## src/rtl/mem_pkg.sv

```systemverilog
`default_nettype none
// +----------------------------------------------------------------------+
// | Module  : mem_pkg                                                    |
// | Purpose : Shared encodings for the memory stage: access size,        |
// |           result-select values and the handshake FSM states.         |
// | Ports   : none (package)                                             |
// | Rev     : 1.0  initial release                                       |
// +----------------------------------------------------------------------+
package mem_pkg;

  // Access size encodings (MemSize)
  localparam logic [1:0] SZ_WORD = 2'b00;
  localparam logic [1:0] SZ_HALF = 2'b01;
  localparam logic [1:0] SZ_BYTE = 2'b10;

  // Result select encodings (ResultSrc)
  localparam logic [1:0] RS_ALU  = 2'b00;
  localparam logic [1:0] RS_LOAD = 2'b01;
  localparam logic [1:0] RS_PC4  = 2'b10;

  // Data-memory handshake FSM states
  typedef enum logic [0:0] {
    M_IDLE = 1'b0,
    M_WAIT = 1'b1
  } mstate_e;

endpackage : mem_pkg
`default_nettype wire

```

## src/rtl/mem_align.sv

```systemverilog
`default_nettype none
// +----------------------------------------------------------------------+
// | Module  : mem_align                                                  |
// | Purpose : Combinational data alignment for the memory stage: store   |
// |           lane replication and byte enables, load byte/half          |
// |           extraction with sign/zero extension, misalignment check.   |
// | Ports   : addr_lo     in  2   low address bits                       |
// |           size        in  2   access size (SZ_*)                     |
// |           is_unsigned in  1   zero-extend loads                      |
// |           is_store    in  1   access is a store                      |
// |           wd          in  32  raw store data                         |
// |           rdata       in  32  raw memory read word                   |
// |           be          out 4   byte enables                           |
// |           wdata       out 32  lane-replicated store data             |
// |           rdata_ext   out 32  extracted and extended load data       |
// |           misalign    out 1   access not naturally aligned           |
// | Rev     : 1.0  initial release                                       |
// +----------------------------------------------------------------------+
module mem_align
  import mem_pkg::*;
(
  input  logic [1:0]  addr_lo,
  input  logic [1:0]  size,
  input  logic        is_unsigned,
  input  logic        is_store,
  input  logic [31:0] wd,
  input  logic [31:0] rdata,
  output logic [3:0]  be,
  output logic [31:0] wdata,
  output logic [31:0] rdata_ext,
  output logic        misalign
);

  logic [7:0]  w_byte;
  logic [15:0] w_half;

  // Misalignment: halves need addr[0]=0, words need addr[1:0]=0.
  // The unused size code 2'b11 is treated as a word.
  always_comb begin
    misalign = 1'b0;
    case (size)
      SZ_BYTE: misalign = 1'b0;
      SZ_HALF: misalign = addr_lo[0];
      default: misalign = (addr_lo != 2'b00);
    endcase
  end

  // Store lanes: the data is replicated so that whichever lanes are
  // enabled already carry the right bytes.
  always_comb begin
    be    = 4'hF;
    wdata = wd;
    if (is_store) begin
      case (size)
        SZ_BYTE: begin
          be    = 4'b0001 << addr_lo;
          wdata = {4{wd[7:0]}};
        end
        SZ_HALF: begin
          be    = 4'b0011 << addr_lo;
          wdata = {2{wd[15:0]}};
        end
        default: begin
          be    = 4'hF;
          wdata = wd;
        end
      endcase
    end
  end

  // Load extraction
  always_comb begin
    w_byte    = rdata[{addr_lo, 3'b000} +: 8];
    w_half    = addr_lo[1] ? rdata[31:16] : rdata[15:0];
    rdata_ext = rdata;
    case (size)
      SZ_BYTE: rdata_ext = {{24{w_byte[7]  & ~is_unsigned}}, w_byte};
      SZ_HALF: rdata_ext = {{16{w_half[15] & ~is_unsigned}}, w_half};
      default: rdata_ext = rdata;
    endcase
  end

endmodule : mem_align
`default_nettype wire

```

## src/rtl/stage_m.sv

```systemverilog
`default_nettype none
// +----------------------------------------------------------------------+
// | Module  : stage_m                                                    |
// | Purpose : Memory pipeline stage. Holds the E/M pipeline register,    |
// |           drives the data-memory request/ack handshake through a     |
// |           two-state FSM, and stalls the front of the pipe while an   |
// |           access is outstanding.                                     |
// | Ports   : clk, rst            clock, synchronous active-high reset   |
// |           *E inputs           execute-stage results                  |
// |           ALUResultM..PC4M    registered E/M fields                  |
// |           ReadDataM           extended load data (ack cycle)         |
// |           DataAdrM/WdM/BeM/   data-memory request bus                |
// |           ReqM/WeM, Rdata/Ack                                        |
// |           StallM, MisalignM   hazard-unit stall, misalign flag       |
// | Rev     : 1.0  initial release                                       |
// +----------------------------------------------------------------------+
module stage_m
  import mem_pkg::*;
#(
  parameter int XLEN = 32
) (
  input  logic            clk,
  input  logic            rst,
  input  logic [XLEN-1:0] ALUResultE,
  input  logic [XLEN-1:0] WriteDataE,
  input  logic [4:0]      RdE,
  input  logic            RegWriteE,
  input  logic            MemWriteE,
  input  logic [1:0]      ResultSrcE,
  input  logic [XLEN-1:0] PCPlus4E,
  input  logic [1:0]      MemSizeE,
  input  logic            MemUnsignedE,
  output logic [XLEN-1:0] ALUResultM,
  output logic [4:0]      RdM,
  output logic            RegWriteM,
  output logic [1:0]      ResultSrcM,
  output logic [XLEN-1:0] PCPlus4M,
  output logic [XLEN-1:0] ReadDataM,
  output logic [XLEN-1:0] DataAdrM,
  output logic [XLEN-1:0] DataWdM,
  output logic [3:0]      DataBeM,
  output logic            DataReqM,
  output logic            DataWeM,
  input  logic [XLEN-1:0] DataRdataM,
  input  logic            DataAckM,
  output logic            StallM,
  output logic            MisalignM
);

  // E/M register fields
  logic [XLEN-1:0] r_alu_result;
  logic [XLEN-1:0] r_write_data;
  logic [4:0]      r_rd;
  logic            r_reg_write;
  logic            r_mem_write;
  logic [1:0]      r_result_src;
  logic [XLEN-1:0] r_pc_plus4;
  logic [1:0]      r_mem_size;
  logic            r_mem_unsigned;

  mstate_e         r_state;
  mstate_e         w_state_nxt;

  logic            w_acc;
  logic            w_misalign;
  logic [3:0]      w_be;
  logic [XLEN-1:0] w_wdata;
  logic [XLEN-1:0] w_rdata_ext;

  // Resettable, enabled pipeline register (flopenr). Holding on StallM
  // is what keeps the request bus stable while the FSM sits in WAIT.
  always_ff @(posedge clk) begin
    if (rst) begin
      r_alu_result   <= '0;
      r_write_data   <= '0;
      r_rd           <= '0;
      r_reg_write    <= 1'b0;
      r_mem_write    <= 1'b0;
      r_result_src   <= RS_ALU;
      r_pc_plus4     <= '0;
      r_mem_size     <= SZ_WORD;
      r_mem_unsigned <= 1'b0;
    end else if (!StallM) begin
      r_alu_result   <= ALUResultE;
      r_write_data   <= WriteDataE;
      r_rd           <= RdE;
      r_reg_write    <= RegWriteE;
      r_mem_write    <= MemWriteE;
      r_result_src   <= ResultSrcE;
      r_pc_plus4     <= PCPlus4E;
      r_mem_size     <= MemSizeE;
      r_mem_unsigned <= MemUnsignedE;
    end
  end

  mem_align u_align (
    .addr_lo     (r_alu_result[1:0]),
    .size        (r_mem_size),
    .is_unsigned (r_mem_unsigned),
    .is_store    (r_mem_write),
    .wd          (r_write_data),
    .rdata       (DataRdataM),
    .be          (w_be),
    .wdata       (w_wdata),
    .rdata_ext   (w_rdata_ext),
    .misalign    (w_misalign)
  );

  // A misaligned access is suppressed entirely, so it never requests
  // or stalls.
  assign w_acc = ((r_result_src == RS_LOAD) | r_mem_write) & ~w_misalign;

  // Handshake FSM. An ack in the request cycle completes from IDLE
  // without ever entering WAIT.
  always_comb begin
    w_state_nxt = r_state;
    DataReqM    = 1'b0;
    StallM      = 1'b0;
    case (r_state)
      M_IDLE: begin
        DataReqM = w_acc;
        if (w_acc && !DataAckM) begin
          StallM      = 1'b1;
          w_state_nxt = M_WAIT;
        end
      end
      M_WAIT: begin
        DataReqM = 1'b1;
        if (DataAckM) begin
          w_state_nxt = M_IDLE;
        end else begin
          StallM = 1'b1;
        end
      end
      default: begin
        w_state_nxt = M_IDLE;
      end
    endcase
  end

  always_ff @(posedge clk) begin
    if (rst) begin
      r_state <= M_IDLE;
    end else begin
      r_state <= w_state_nxt;
    end
  end

  assign ALUResultM = r_alu_result;
  assign RdM        = r_rd;
  assign RegWriteM  = r_reg_write & ~w_misalign;
  assign ResultSrcM = r_result_src;
  assign PCPlus4M   = r_pc_plus4;
  assign ReadDataM  = w_rdata_ext;
  assign MisalignM  = w_misalign;

  assign DataAdrM   = {r_alu_result[XLEN-1:2], 2'b00};
  assign DataWdM    = w_wdata;
  // Enables are idle-low so that a bubble drives nothing on the bus.
  assign DataBeM    = w_acc ? w_be : 4'h0;
  assign DataWeM    = r_mem_write;

endmodule : stage_m
`default_nettype wire
```

## config.mk

```make
export PLATFORM = sky130hd
export DESIGN_NAME = stage_m
export DESIGN_NICKNAME = d
export VERILOG_FILES = /design/src/rtl/mem_pkg.sv /design/src/rtl/mem_align.sv /design/src/rtl/stage_m.sv
export SDC_FILE = /design/constraint.sdc
export NUM_CORES = 1
export LEC_CHECK = 0
export CAP_MARGIN = 20
export CORE_MARGIN = 2
export CORE_UTILIZATION = 44
export CTS_BUF_LIST = sky130_fd_sc_hd__clkbuf_16
export CTS_CLUSTER_DIAMETER = 200
export CTS_CLUSTER_SIZE = 28
export DETAILED_ROUTE_END_ITERATION = 10
export GPL_TIMING_DRIVEN = 1
export HOLD_SLACK_MARGIN = 0.1
export PLACE_DENSITY = 0.87
export SLEW_MARGIN = 20
export SYNTH_ARGS = -nofsm -noshare
export SYNTH_HDL_FRONTEND = slang
export SYNTH_SLANG_ARGS = --single-unit
```

## constraint.sdc

```tcl
create_clock -name clk -period 4.1 [get_ports clk]
set_clock_uncertainty 0.15 [all_clocks]
set_input_delay 1.025 -clock clk [delete_from_list [all_inputs] [get_ports clk]]
set_output_delay 1.025 -clock clk [all_outputs]
set_load 0.005 [all_outputs]
```

Yosys cells after proc, flatten, opt, wreduce, memory -nomap -nowiden --
Index checks and enable logic that the tools add are counted.
Cells by class: bitwise logic cells 8, $add $sub $neg 0, divide/modulo/power cells 0, multiplexer cells 12, eq/ne operators 3, magnitude comparators 0, shift operators 3, multiply operators 0, reduce and logical (&&, ||, !) cells 3
Operators by type and width (count):
- 32-bit case mux with 2 select lines | 2
- 32-bit two-way mux | 1
- 32-bit by 6-bit variable part select with 8-bit output | 1
- 16-bit two-way mux | 1
- 4-bit two-way mux | 2
- 4-bit case mux with 2 select lines | 1
- 1-bit case mux with 2 select lines | 3
- 1-bit bitwise AND | 4
- 2-bit by 1-bit equality test with 1-bit output, second input constant | 2
- 1-bit by 2-bit left shift with 4-bit output, first input constant | 1
- 2-bit by 2-bit left shift with 4-bit output, first input constant | 1
- 1-bit NOT | 3
- 2-bit equality test, second input constant | 1
- 1-bit two-way mux | 2
- 2-bit nonzero test | 1
- 1-bit logical AND | 1
- 1-bit logical NOT | 1
- 1-bit bitwise OR | 1
Storage, ports and cells: ROM bits 0, input bits 143, bits in writable memories 0, bits in latches 0, register bits after elaboration 109, output and inout port bits 176, memories 0

Logic depth before layout (Yosys ltp) --
Gate-level depths: netlist of run 1.
depth in word-level cells 7, depth in mapped cells 9

Modules after synthesis --
A second synthesis of run 1 with hierarchy kept.
Unflattened totals: cells, all modules 703, area, all modules 6432.4 um^2
By module, submodules not included:
- stage_m | times used 1, sequential area each 2182.1 um^2, area each 5213.8 um^2, cells an instance 515
- mem_align | times used 1, sequential area each 0.0 um^2, area each 1218.7 um^2, cells an instance 188

Least setup slack after synthesis of run 1 --
OpenSTA, ideal clock, no wires.
path kind input to output, start input DataRdataM[31], end output ReadDataM[17], slack 1121 ps, arrival time 1804 ps, path buffers 1, stages on the path 5, required time 2925 ps, cells stage by stage mux2i_1 -> o22ai_1 -> nand2_1 -> clkbuf_1 -> nand2_1
On the way: word-level cells in the longest chain between the ends 3
Ends and longest elaborated chain:
- start: declaration | RTL line stage_m.sv:44 | input logic [XLEN-1:0] DataRdataM,
- 32-bit by 6-bit variable part select with 8-bit output / 16-bit two-way mux (equally long branches) | RTL line mem_align.sv:73, mem_align.sv:74
- 1-bit bitwise AND (on tied branches) | RTL line mem_align.sv:77, mem_align.sv:78
- 32-bit case mux with 2 select lines (*) | RTL line mem_align.sv:76 | case (size)
- end: declaration | RTL line stage_m.sv:38 | output logic [XLEN-1:0] ReadDataM,
Every way passes the cells marked *; elsewhere a longest branch is shown, timed or not.

Worst setup path in the final report of run 1 --
start input DataRdataM[23], end output ReadDataM[11]
On the way: word-level cells in the longest chain between the ends 3
Ends and longest elaborated chain:
- 32-bit by 6-bit variable part select with 8-bit output | RTL line mem_align.sv:73 | w_byte = rdata[{addr_lo, 3'b000} +: 8];
- 1-bit bitwise AND | RTL line mem_align.sv:77 | SZ_BYTE: rdata_ext = {{24{w_byte[7] & ~is_unsigned}}, w_byte};
- 32-bit case mux with 2 select lines | RTL line mem_align.sv:76
Every way passes these cells.

==> results of run 1 <==
==> cell usage after synthesis, drive strengths merged <==
library cell	number	area, um^2
a21o	1	7.51
a21oi	20	104
a221o	9	90.1
a22o	19	166
a22oi	11	82.6
a31oi	6	37.5
and2	1	6.26
buf	56	423
clkbuf	38	143
clkinv	1	3.75
conb	1	3.75
dfxtp	109	2180
ha	3	37.5
inv	5	18.8
mux2i	111	1110
nand2	53	199
nand2b	226	1410
nor2	17	63.8
nor2b	4	25.0
nor3	4	35.0
nor4	1	6.26
o21ai	4	20.0
o21bai	1	7.51
o22a	1	8.76
o22ai	2	12.5
o2bb2ai	6	52.6
o32ai	1	8.76
==> state kept, by name, indices dropped and copies added, names as in the netlist <==
signal,cells
ALUResultM,32
PCPlus4M,32
r_write_data,32
RdM,5
ResultSrcM,2
r_mem_size,2
DataWeM,1
r_mem_unsigned,1
r_reg_write,1
r_state,1
==> area by class of cell <==
type / count / area, um^2 / area share [%]
clock buffers: 9 / 225 / 2.35
clock inverters: 7 / 66.3 / 0.692
inverters: 6 / 22.5 / 0.235
multi-input cells: 503 / 3520 / 36.7
flip-flops and latches: 109 / 2180 / 22.8
well taps: 180 / 225 / 2.35
repair buffers: 333 / 3350 / 34.9
==> what timing repair did <==
item	4_1_cts	5_1_grt
endpoints found under the hold margin	0	0
setup endpoints to repair	8	8
setup buffers	0	1
resized for setup	1	9
gates cloned	0	0
hold buffers	0	0
pin swaps	0	2
==> where the power goes <==
group	total [uW]	internal, uW	switching, uW
clock network	871	471	400
logic	1040	648	389
registers	1240	1160	81.9
==> cells by family (layout without fill, tap and decap cells) <==
group / count (synthesis) / after routing / synth area share, %
flip-flops: 109 / 109 / 34.8
other: 1 / 2 / 0.0598
AO/OA/AOI/OAI: 81 / 81 / 9.54
buffers and inverters: 100 / 355 / 9.38
AND/OR/NAND/NOR: 306 / 306 / 27.9
multiplexers: 111 / 111 / 17.7
adder cells (fa/ha/maj): 3 / 3 / 0.599
==> critical path, stage by stage <==
cell	delay, ns
clkdlybuf4s50_1	0.48
mux2i_1	0.09
o22a_1	0.28
nor3_4	0.23
buf_12	0.15
a221o_1	0.10
clkdlybuf4s50_1	0.49
==> layer usage <==
layer	global-route usage, %	up-vias
li1	-	2823
met2	41.9	242
met4	9.30	2
met5	0	-
met3	8.30	31
met1	24.8	2608
==> through the flow <==
step	setup TNS, ns	utilization [%]
after global placement	-0.318	66.6
final	0	69.1
after global routing	0	69.1
after floorplan	0	-
after CTS	0	68.7
after detailed placement	-0.711	66.6
==> path summary, 6_finish.rpt <==
kind / start / endpoint / depth (start not counted)
max: DataRdataM[23] / ReadDataM[11] / 7
min: PCPlus4M[16] / PCPlus4M[16] / 2
max reg2reg: r_mem_size[0] / PCPlus4M[0] / 8
min reg2reg: PCPlus4M[16] / PCPlus4M[16] / 2
==> impl_metrics.env, run 1 <==
export IMPL_drv_slew=0
export IMPL_cts_tree="done"
export IMPL_final_common_cell="clkdlybuf4s50_1"
export IMPL_ant_nets=0
export IMPL_hpwl_um=13900
export IMPL_min_delay_path_class="reg2reg"
export IMPL_floorplan_initialDensity_pct=45.2
export IMPL_vias_per_cell=4.97
export IMPL_area_growth_synth_to_final_pct=52.9
export IMPL_ys_seq_area_share_pct=34.8
export IMPL_cts_root_buf="clkbuf_16"
export IMPL_yosysWarnings=0
export IMPL_fillers=1129
export IMPL_finalHoldViolCount=0
export IMPL_slew_headroom_pct=48.5
export IMPL_grt_pass1_wl_um=27500
export IMPL_syn_area_per_cell_um2=8.82
export IMPL_period_minus_slack_ns=4.02
export IMPL_drive_gt1_share_pct=3.62
export IMPL_n_antenna_cell=0
export IMPL_setup_ws_ns=0.0815
export IMPL_path_clk_slew_ns=0.07
export IMPL_dp_slack_ns=-0.0977
export IMPL_wl_per_cell_um=16.4
export IMPL_grt_pass1_vias=5298
export IMPL_final_cell_count_no_fill=1147
export IMPL_post_route_period_util_pct=98.0
export IMPL_tightestPinTransition_ns=0.773
export IMPL_via_count=5706
export IMPL_grtUsageTotal_pct=23.3
export IMPL_cp_data_arrival_time_ns=2.84
export IMPL_cp_data_required_time_ns=2.92
export IMPL_io_pins=319
export IMPL_ys_types=33
export IMPL_row_count=43
export IMPL_maxUsedRoutingLayer="met5"
export IMPL_cts_buffers=9
export IMPL_routed_wl_met2_um=9350
export IMPL_clockBufferDepth=2
export IMPL_synth_seq_cells=109
export IMPL_holdWs_ns=0.325
export IMPL_clock_sinks=109
export IMPL_htreeDepth=3
export IMPL_final_cell_area_um2=9590
export IMPL_die_h_um=123
export IMPL_overflow=0
export IMPL_finalSetupViolCount=0
export IMPL_synthCells=711
export IMPL_ir_drop_mv=0.229
export IMPL_rrSetupSlack_ns=1.34
export IMPL_maxCapViolCount=0
export IMPL_drc=0
export IMPL_start_kind="primary input"
export IMPL_power_uw=3150
export IMPL_dpl_cell_area_um2=9250
export IMPL_io_buffers=316
export IMPL_rsz0062_at_grt="false"
export IMPL_dr_pass1_iters=5
export IMPL_wirelength_um=18800
export IMPL_place_inst=1130
export IMPL_synth_area_um2=6270
export IMPL_fin_nets=1108
export IMPL_antenna_found_initial=1
export IMPL_total_leakage_power_uw=0.00369
export IMPL_coreArea_um2=13900
export IMPL_status="finished clean"
export IMPL_gp_congestion=0.818
export IMPL_drt_met1_wl_um=6860
export IMPL_grt_start_max_net_pins=137
export IMPL_drt_initial_drc_count=271
export IMPL_power_density_nw_per_um2=328
export IMPL_crit_type="in2out"
export IMPL_clk_latency_ns=0.35
export IMPL_critPathMaxFanout=8
export IMPL_dr_wl_met3_um=2040
export IMPL_die_area_um2=15200
export IMPL_mostFrequentLayoutCells="clkdlybuf4s50_1 (306), nand2b_1 (226), mux2i_1 (111)"
export IMPL_cp_end_kind="primary output"
export IMPL_die_w_um=123
export IMPL_fmax_mhz=249
No activity file was read; power rests on OpenSTA's default activity.
==> run 2, diff against run 1 <==
TNS_END_PERCENT = 1   (was default)
==> results of run 2 <==
Same layout as run 1: the final DEF is identical, and so are final timing and power.
